File: config.mk
export PLATFORM = sky130hd
export DESIGN_NAME = posit_encode_pipe
export DESIGN_NICKNAME = d
export VERILOG_FILES = /design/src/rtl/posit_encode_pipe.sv
export SDC_FILE = /design/constraint.sdc
export NUM_CORES = 1
export LEC_CHECK = 0
export ABC_AREA = 0
export BUFFER_PORTS_ARGS = -buffer_cell sky130_fd_sc_hd__clkbuf_2
export CORE_MARGIN = 1
export CORE_UTILIZATION = 49
export DETAILED_ROUTE_END_ITERATION = 7
export MAX_ROUTING_LAYER = met4
export PLACE_DENSITY = 0.68
export SYNTH_ARGS = -nofsm -noshare
export SYNTH_HDL_FRONTEND = slang
export SYNTH_SLANG_ARGS = --single-unit
File: constraint.sdc
create_clock -name Clk_CI -period 9.9 [get_ports Clk_CI]
set_input_delay 0 -clock Clk_CI [delete_from_list [all_inputs] [get_ports Clk_CI]]
set_output_delay 0 -clock Clk_CI [all_outputs]
set_load 0.005 [all_outputs]
File: src/rtl/posit_encode_pipe.sv
// Two-stage pipelined posit encoder: builds the regime/exponent/fraction string,
// then rounds to nearest-even with posit saturation and packs the N-bit result.
module posit_encode_pipe #(
    parameter int N  = 32,
    parameter int ES = 2,
    parameter int RS = $clog2(N)
) (
    input  logic          Clk_CI,
    input  logic          Rst_RI,
    input  logic          Kill_SI,
    input  logic          In_valid_SI,
    output logic          In_ready_SO,
    input  logic          Sign_DI,
    input  logic [RS+1:0] Regime_DI,
    input  logic [ES-1:0] Exp_DI,
    input  logic [N-1:0]  Mant_DI,
    input  logic          Sticky_DI,
    input  logic          NaR_DI,
    input  logic          Zero_DI,
    output logic          Out_valid_SO,
    input  logic          Out_ready_SI,
    output logic [N-1:0]  Result_DO,
    output logic          Inexact_SO,
    output logic          Invalid_SO
);
    localparam int KW  = RS + 2;
    localparam int SW  = 2 * N;
    localparam int PAD = SW - ES - (N - 1);
    localparam logic signed [KW-1:0] K_MAX = KW'(N - 2);
    localparam logic signed [KW-1:0] K_MIN = KW'(2 - N);

    logic          s1_valid_q, s1_valid_d;
    logic [SW-1:0] str_q, str_d;
    logic          sign_q, sign_d;
    logic          nar_q, nar_d;
    logic          zero_q, zero_d;
    logic          sticky_q, sticky_d;
    logic          sat_q, sat_d;

    logic          s2_valid_q, s2_valid_d;
    logic [N-1:0]  result_q, result_d;
    logic          inexact_q, inexact_d;
    logic          invalid_q, invalid_d;

    logic s2_adv;
    logic in_fire;

    // The hidden bit is implied by the regime encoding and is never stored.
    logic hidden_unused;
    assign hidden_unused = Mant_DI[N-1];

    assign s2_adv      = !s2_valid_q || Out_ready_SI;
    assign In_ready_SO = !Kill_SI && (!s1_valid_q || s2_adv);
    assign in_fire     = In_valid_SI && In_ready_SO;

    logic signed [KW-1:0] k_sat;
    logic                 sat_flag;
    logic [KW-1:0]        k_mag;
    logic [KW-1:0]        reg_len;
    logic [SW-1:0]        regime_bits;
    logic [SW-1:0]        body;
    logic [SW+N-1:0]      wide;
    logic [SW-1:0]        str_next;
    logic                 spill;

    // Bits pushed past the 2N-bit window only matter for stickiness.
    always_comb begin
        k_sat    = $signed(Regime_DI);
        sat_flag = 1'b0;
        if (k_sat > K_MAX) begin
            k_sat    = K_MAX;
            sat_flag = 1'b1;
        end else if (k_sat < K_MIN) begin
            k_sat    = K_MIN;
            sat_flag = 1'b1;
        end
        if (k_sat[KW-1]) begin
            k_mag       = KW'(-k_sat);
            regime_bits = {1'b1, {(SW-1){1'b0}}} >> k_mag;
            reg_len     = k_mag + KW'(1);
        end else begin
            k_mag       = k_sat;
            regime_bits = ~({SW{1'b1}} >> (k_mag + KW'(1)));
            reg_len     = k_mag + KW'(2);
        end
        body     = {Exp_DI, Mant_DI[N-2:0], {PAD{1'b0}}};
        wide     = {body, {N{1'b0}}} >> reg_len;
        str_next = regime_bits | wide[SW+N-1:N];
        spill    = |wide[N-1:0];
    end

    always_comb begin
        s1_valid_d = s1_valid_q;
        str_d      = str_q;
        sign_d     = sign_q;
        nar_d      = nar_q;
        zero_d     = zero_q;
        sticky_d   = sticky_q;
        sat_d      = sat_q;
        if (Kill_SI) begin
            s1_valid_d = 1'b0;
        end else if (in_fire) begin
            s1_valid_d = 1'b1;
            str_d      = str_next;
            sign_d     = Sign_DI;
            nar_d      = NaR_DI;
            zero_d     = Zero_DI;
            sticky_d   = Sticky_DI | spill;
            sat_d      = sat_flag;
        end else if (s2_adv) begin
            s1_valid_d = 1'b0;
        end
    end

    logic [N-2:0] mag;
    logic         guard;
    logic         st_all;
    logic         round_up;
    logic [N-1:0] sum;
    logic [N-2:0] mag_f;
    logic [N-1:0] packed_res;
    logic [N-1:0] enc_res;
    logic         enc_inexact;
    logic         enc_invalid;

    // Rounding never leaves the representable range: overflow pins to maxpos, zero lifts to minpos.
    always_comb begin
        mag      = str_q[SW-1:N+1];
        guard    = str_q[N];
        st_all   = (|str_q[N-1:0]) | sticky_q;
        round_up = guard && (mag[0] || st_all);
        sum      = {1'b0, mag} + N'(round_up);
        if (sum[N-1]) begin
            mag_f = '1;
        end else if (sum[N-2:0] == '0) begin
            mag_f = (N-1)'(1);
        end else begin
            mag_f = sum[N-2:0];
        end
        packed_res = sign_q ? N'(-{1'b0, mag_f}) : {1'b0, mag_f};
        if (nar_q) begin
            enc_res     = {1'b1, {(N-1){1'b0}}};
            enc_inexact = 1'b0;
            enc_invalid = 1'b1;
        end else if (zero_q) begin
            enc_res     = '0;
            enc_inexact = 1'b0;
            enc_invalid = 1'b0;
        end else begin
            enc_res     = packed_res;
            enc_inexact = guard | st_all | sat_q;
            enc_invalid = 1'b0;
        end
    end

    always_comb begin
        s2_valid_d = s2_valid_q;
        result_d   = result_q;
        inexact_d  = inexact_q;
        invalid_d  = invalid_q;
        if (Kill_SI) begin
            s2_valid_d = 1'b0;
        end else if (s2_adv) begin
            s2_valid_d = s1_valid_q;
            if (s1_valid_q) begin
                result_d  = enc_res;
                inexact_d = enc_inexact;
                invalid_d = enc_invalid;
            end
        end
    end

    always_ff @(posedge Clk_CI) begin
        if (Rst_RI) begin
            s1_valid_q <= 1'b0;
            str_q      <= '0;
            sign_q     <= 1'b0;
            nar_q      <= 1'b0;
            zero_q     <= 1'b0;
            sticky_q   <= 1'b0;
            sat_q      <= 1'b0;
            s2_valid_q <= 1'b0;
            result_q   <= '0;
            inexact_q  <= 1'b0;
            invalid_q  <= 1'b0;
        end else begin
            s1_valid_q <= s1_valid_d;
            str_q      <= str_d;
            sign_q     <= sign_d;
            nar_q      <= nar_d;
            zero_q     <= zero_d;
            sticky_q   <= sticky_d;
            sat_q      <= sat_d;
            s2_valid_q <= s2_valid_d;
            result_q   <= result_d;
            inexact_q  <= inexact_d;
            invalid_q  <= invalid_d;
        end
    end

    assign Out_valid_SO = s2_valid_q;
    assign Result_DO    = result_q;
    assign Inexact_SO   = inexact_q;
    assign Invalid_SO   = invalid_q;

endmodule

==> results of run 1 <==
-- power groups by stage --
stage          registers [mW]  logic [mW]  clock network, mW
2_1_floorplan           0.469       0.643                  0
5_1_grt                 0.480       0.987              0.412
6_report                0.476       0.941              0.393
4_1_cts                 0.475       0.900              0.401
3_5_place_dp            0.485       0.892                  0
3_3_place_gp            0.484       0.898                  0
-- repair_timing --
| action | in CTS | in global routing |
|---|---|---|
| endpoints found under the hold margin | 6 | 0 |
| setup buffers | 0 | 0 |
| hold buffers | 7 | 0 |
-- logic make-up (layout without fill, tap and decap cells) --
family,Yosys count,in the layout,share of synthesized area (%)
multiplexers,33,33,3.130
AO/OA/AOI/OAI,528,528,33.24
AND/OR/NAND/NOR,665,665,30.31
buffers and inverters,166,162,7.264
XOR/XNOR,65,65,5.266
adder cells (fa/ha/maj),14,14,1.599
flip-flops,105,105,19.19
-- final cells by class --
| class | instances | area share [%] |
|---|---|---|
| Clock inverter | 6 | 0.7312 |
| Tap cell | 280 | 3.011 |
| Clock buffer | 10 | 1.968 |
| Sequential cell | 105 | 18.06 |
| Inverter | 31 | 1.000 |
| Multi-Input combinational cell | 1305 | 69.46 |
| Timing Repair Buffer | 115 | 5.763 |
-- cell usage in the layout, fill, tap and decap left out, types with 11 or more instances in the layout --
cell,synthesis,layout
nor2_1,187,185
nand2_1,135,135
a21oi_1,135,135
dfxtp_1,105,105
nor3_1,96,96
o21ai_0,87,87
clkbuf_2,1,83
a211oi_1,79,79
nand3_1,48,48
nor4_1,39,39
xnor2_1,39,39
and3_1,33,33
inv_1,29,29
o31ai_1,26,26
xor2_1,25,25
mux2i_1,26,25
buf_4,10,24
a221oi_1,22,22
nand4_1,21,21
and2_1,20,19
o221ai_1,19,19
a31oi_1,14,14
ha_1,14,14
o211ai_1,11,11
-- metal layers --
metal / share of wire [%] / track usage, % / vias to the layer above
met1: 40 / 45.21 / 5847
met4: 5.9 / 20.69 / 0
met2: 46 / 62.81 / 640
met3: 7.7 / 6.198 / 167
met5: 0 / - / -
li1: - / - / 5958
-- path summary, 6_finish.rpt --
path,endpoint,from
worst max-delay path,sticky_q,Regime_DI[4]
worst min-delay path,s1_valid_q,Out_ready_SI
worst max register to register,Result_DO[30],str_q[32]
worst min register to register,Result_DO[9],Result_DO[9]
-- through the flow --
step | utilization (%) | cell area [um^2] | std cells | power (mW) | worst slack [ps]
2_1_floorplan | - | 10950 | 1576 | 1.113 | 4996
3_3_place_gp | 51.40 | 11250 | 1829 | 1.382 | 3732
3_5_place_dp | 51.40 | 11250 | 1829 | 1.378 | 3685
4_1_cts | 53.15 | 11640 | 1852 | 1.776 | 4040
5_1_grt | 53.15 | 11640 | 1852 | 1.879 | 3579
6_report | 53.15 | 11640 | 1852 | 1.809 | 3883
-- worst reg2reg max path, stage by stage (launching register included) --
cell	delay (ps)
dfxtp_1	420
and2_1	180
ha_1	310
nand4_2	340
nor2_1	450
a41oi_1	230
a221o_1	300
or4b_1	550
nor4_1	470
or2_1	270
nor2_1	90
ha_1	250
and4b_1	230
and3_1	200
nand4_1	270
o21a_1	280
a21o_1	190
nor4_1	80
o21ai_0	170
o211ai_1	100
==> results.sh, run 1 <==
export IMPL_cts_resized=0
export IMPL_hold_viol=0
export IMPL_grt_pass1_vias=11130
export IMPL_power_internal_mw=0.9333
export IMPL_slew_violations=0
export IMPL_path_delay_family="simple AND/OR/NAND/NOR gates"
export IMPL_period_share_pct=60.77
export IMPL_die_area_um2=22960
export IMPL_start_util_pct=50.04
export IMPL_p_clk_share_pct=21.7
export IMPL_comb_power_share_pct=52.0
export IMPL_pwr_share_seq_pct=26.3
export IMPL_slew_limit_headroom_pct=22.66
export IMPL_num_vias=12610
export IMPL_grt_max_degree=76
export IMPL_clockBufferDepth=2
export IMPL_final_min_clock_period_ps=6017
export IMPL_switching_share_pct=48.42
export IMPL_worstSetupPathType="primary input to flip-flop"
export IMPL_synth_seq_cells=105
export IMPL_switchingPower_mw=0.8762
export IMPL_nFillCells=2249
export IMPL_dpl_hpwl_um=33190
export IMPL_seq_area_frac_synth_pct=19.19
export IMPL_synthToLayoutAreaGrowth_pct=6.225
export IMPL_clockRootBuffer="clkbuf_16"
export IMPL_fin_skew_ps=12.99
export IMPL_synth_fp_nets=1640
export IMPL_synth_area_leaders="dfxtp_1 19%, nor2_1 6.4%, a21oi_1 6.2%"
export IMPL_cp_slowest_cell="mux2_2"
export IMPL_crit_top_cell="ha_1"
export IMPL_die_w_um=151.5
export IMPL_regArea_um2=2102
export IMPL_synth_common_cells="187 x nor2_1, 135 x a21oi_1, 135 x nand2_1, 105 x dfxtp_1, 96 x nor3_1"
export IMPL_cts_buffers=9
export IMPL_crit_path_end_kind="flip-flop"
export IMPL_synth_edf_count=0
export IMPL_cp_depth=17
export IMPL_syn_avg_cell_area_um2=6.951
export IMPL_setup_tns_ps=0
export IMPL_yosysMostFrequentCell="nor2_1"
export IMPL_synth_top_area_cell="dfxtp_1"
export IMPL_drive_above_1_share_pct=12.09
export IMPL_critPathMaxStageDelay_ps=840
export IMPL_rows=54
export IMPL_cts_sinks=105
export IMPL_rsz0062_at_grt="no"
export IMPL_fp_dieH_um=151.5
export IMPL_crit_required_ps=10180
export IMPL_synth_top_area_share_pct=19.19
export IMPL_cts_tree="built"
export IMPL_worstMarginPinSlew_ps=1150
export IMPL_path_cells="clkbuf_2 > or4_1 > nand3_1 > ha_1 > nor3_1 > ha_1 > xnor2_2 > ha_1 > mux2_2 > nand3_1 > o32ai_1 > nor3_2 > mux2i_1 > a2111oi_2 > nand4_1 > nor4_1 > o32ai_1"
export IMPL_core_area_um2=21890
export IMPL_synth_cells=1576
export IMPL_antenna_found_initial=0
export IMPL_p_per_area_nw_per_um2=155.5
export IMPL_cap_violations=0
export IMPL_clkLatencyLatePin_ps=360
export IMPL_port_buffer_count=84
export IMPL_worst_path_buf_inv=1
export IMPL_clkSlewWorstSetupHoldPaths_ps=80
export IMPL_fmax_mhz=166.2
export IMPL_routabilityCongestion=1.052
export IMPL_drtPass1Iterations=6
export IMPL_async_reset_ff_share_pct=0
export IMPL_wire_per_inst_um=23.47
export IMPL_synth_area_um2=10950
export IMPL_start_kind="primary input"
export IMPL_cp_max_fo=57
export IMPL_synth_cell_types=94
export IMPL_drc=0
export IMPL_htree_levels=3
export IMPL_reg2regPathDepth=19
export IMPL_multi_input_area_um2=8083
export IMPL_nNetsFinal=1631
export IMPL_grt_pass1_wl_um=64900
export IMPL_whs_ps=11.50
export IMPL_p_leak_nw=4.181
export IMPL_drt_iter0_markers=1434
export IMPL_hold_path_class="primary input to flip-flop"
export IMPL_synth_ff_type="dfxtp_1"
export IMPL_ios=86
export IMPL_setup_viol=0
export IMPL_largest_reg_flops=64
export IMPL_ir_drop_v=0.0001122
export IMPL_vias_per_cell=6.810
export IMPL_top_register="str_q"
export IMPL_overflow=0
export IMPL_r2r_setup_slack_ps=4410
export IMPL_worstHoldPathCells=4
export IMPL_cp_arrival_ps=6290
export IMPL_status="finished clean"
export IMPL_yosys_warnings=0
export IMPL_antenna_cells=0
export IMPL_grt_use_total_pct=38.45
export IMPL_routed_wl_um=43470
export IMPL_antenna_left=0
(Power assumes the default switching activity.)
==> run 2: changes to the inputs <==
- PLACE_DENSITY: 0.68 -> 0.71
- clock period: 9.9 -> 5.1 ns (I/O delays scaled with it)
==> run 2 against run 1 <==
Compared with the run above: non-clock buffer count is 90 higher; clock power is 90% higher; sequential power is 94% higher; critical path depth is 2 higher; first-iteration DRC count is 10% higher; wire length is 5.1% higher; combinational power is 120% higher; register-to-register slack worse by 4200 ps; critical path type is now flip-flop to flip-flop; sequential share of layout area is 1.1 points lower; via count is 3.9% higher; sequential cell count stayed put.
==> results.sh, run 2 (synthesis gave the netlist of run 1 again) <==
export IMPL_cts_sinks=105
export IMPL_cap_violations=0
export IMPL_met2_usage_pct=67.42
export IMPL_clockRootBuffer="clkbuf_16"
export IMPL_reg2regPathDepth=19
export IMPL_cts_tree="built"
export IMPL_port_buffer_count=84
export IMPL_nNetsFinal=1721
export IMPL_htree_levels=3
export IMPL_overflow=0
export IMPL_cp_max_fo=8
export IMPL_ir_drop_v=0.0001778
export IMPL_status="finished clean"
export IMPL_start_util_pct=50.04
export IMPL_drtPass1Iterations=6
export IMPL_vias_per_cell=6.748
export IMPL_grt_pass1_wl_um=69290
export IMPL_grt_use_total_pct=41.04
export IMPL_fp_dieH_um=151.5
export IMPL_worstHoldEndpoint="s1_valid_q"
export IMPL_r2r_setup_slack_ps=240
export IMPL_grt_pass1_vias=11890
export IMPL_clkLatencyLatePin_ps=370
export IMPL_worstHoldPathCells=4
export IMPL_synthToLayoutAreaGrowth_pct=13.39
export IMPL_p_leak_nw=4.648
export IMPL_hold_path_startpoint="Out_ready_SI"
export IMPL_antenna_found_initial=0
export IMPL_start_kind="flip-flop"
export IMPL_die_area_um2=22960
export IMPL_finalPower_mw=3.721
export IMPL_antenna_left=0
export IMPL_final_cell_mix="186 x nor2_1, 135 x nand2_1, 135 x a21oi_1, 108 x buf_4, 105 x dfxtp_1"
export IMPL_p_per_area_nw_per_um2=299.6
export IMPL_postLayoutCellArea_um2=12420
export IMPL_rsz0062_at_grt="no"
export IMPL_busiest_layer="met2"
export IMPL_core_area_um2=21890
export IMPL_period_share_pct=95.35
export IMPL_cp_arrival_ps=5170
export IMPL_top_register="str_q"
export IMPL_drc=0
export IMPL_die_w_um=151.5
export IMPL_setup_tns_ps=0
export IMPL_clockBufferDepth=2
export IMPL_routabilityCongestion=1.078
export IMPL_finalNonFillerCells=1942
export IMPL_drive_above_1_share_pct=17.21
export IMPL_worstMarginPinSlew_ps=1008
export IMPL_ios=86
export IMPL_r2r_end="Result_DO[16]"
export IMPL_grt_max_degree=57
export IMPL_place_area_um2=11990
export IMPL_r2r_start="str_q[32]"
export IMPL_rows=54
export IMPL_clkSlewWorstSetupHoldPaths_ps=90
export IMPL_hold_viol=0
export IMPL_largest_reg_flops=64
export IMPL_fin_skew_ps=12.85
export IMPL_setup_viol=0
export IMPL_cts_buffers=9
export IMPL_slew_violations=0
export IMPL_fmax_mhz=205.6
export IMPL_antenna_cells=0
export IMPL_hold_path_class="primary input to flip-flop"
export IMPL_worstSetupPathType="flip-flop to flip-flop"
export IMPL_whs_ps=15.48
export IMPL_crit_path_end_kind="flip-flop"
export IMPL_final_min_clock_period_ps=4863
export IMPL_wire_per_inst_um=23.53
export IMPL_drt_iter0_markers=1577
export IMPL_dp_cells=1918
export IMPL_dpl_hpwl_um=35890
export IMPL_crit_required_ps=5410
export IMPL_routed_wl_um=45700
export IMPL_use_met1_pct=47.38
export IMPL_slew_limit_headroom_pct=31.06
export IMPL_grt_met3_usage_pct=7.934
export IMPL_num_vias=13100
export IMPL_final_common_cell="nor2_1"
## run 2: where the power goes
| part | internal (mW) | switching, mW | leakage [nW] |
|---|---|---|---|
| clock | 0.353 | 0.393 | 0.143 |
| combinational | 0.713 | 1.34 | 3.65 |
| sequential | 0.868 | 0.0549 | 0.860 |
## run 2: through the flow
step,utilization [%],setup slack [ps]
after floorplan,-,196.2
after global placement,54.78,206.7
after detailed placement,54.78,126.6
after CTS,56.52,16.60
after global routing,56.74,19.83
final,56.74,237.0
## run 2: worst max-delay path: stages (launching register included)
cell and delay, ps:
dfxtp_1 360, and2_1 170, ha_2 240, and4_4 250, or4_1 420, a211oi_1 270
o211ai_1 190, or4b_4 540, nor4_4 380, or2_4 210, nor2_1 60, ha_1 210
and4b_1 230, and3_1 200, nand4_1 170, buf_4 150, o21ai_0 100, xor2_1 430
a22oi_1 130, nor2_1 90
## run 2: timing repair
item / 4_1_cts / 5_1_grt
setup buffers: 0 / 1
setup endpoints to repair: 0 / 8
hold endpoints to repair: 6 / 0
hold buffers: 7 / 0
resized for setup: 0 / 9
## run 2: area by class of cell
cell class	count	area [um^2]
Clock buffer	9	225.2
Clock inverter	7	83.83
Fill cell	2216	9470
Inverter	31	116.4
Multi-Input combinational cell	1305	8122
Sequential cell	105	2102
Tap cell	280	350.3
Timing Repair Buffer	205	1421
## run 2: routing by layer
metal	up-vias	share of wire (%)
li1	6125	-
met3	185	7.7
met5	-	0
met2	641	47
met1	6153	39
met4	0	6.0
## run 2: how the worst max path moves through the flow
stage,start,end,slack [ps],depth (start not counted)
2_1_floorplan,Regime_DI[4],sticky_q,200,20
3_3_place_gp,str_q[32],Result_DO[30],210,19
3_5_place_dp,str_q[32],Result_DO[30],130,19
4_1_cts,str_q[33],Result_DO[30],20,19
5_1_grt,str_q[43],Result_DO[30],20,17
6_report,str_q[32],Result_DO[16],240,19
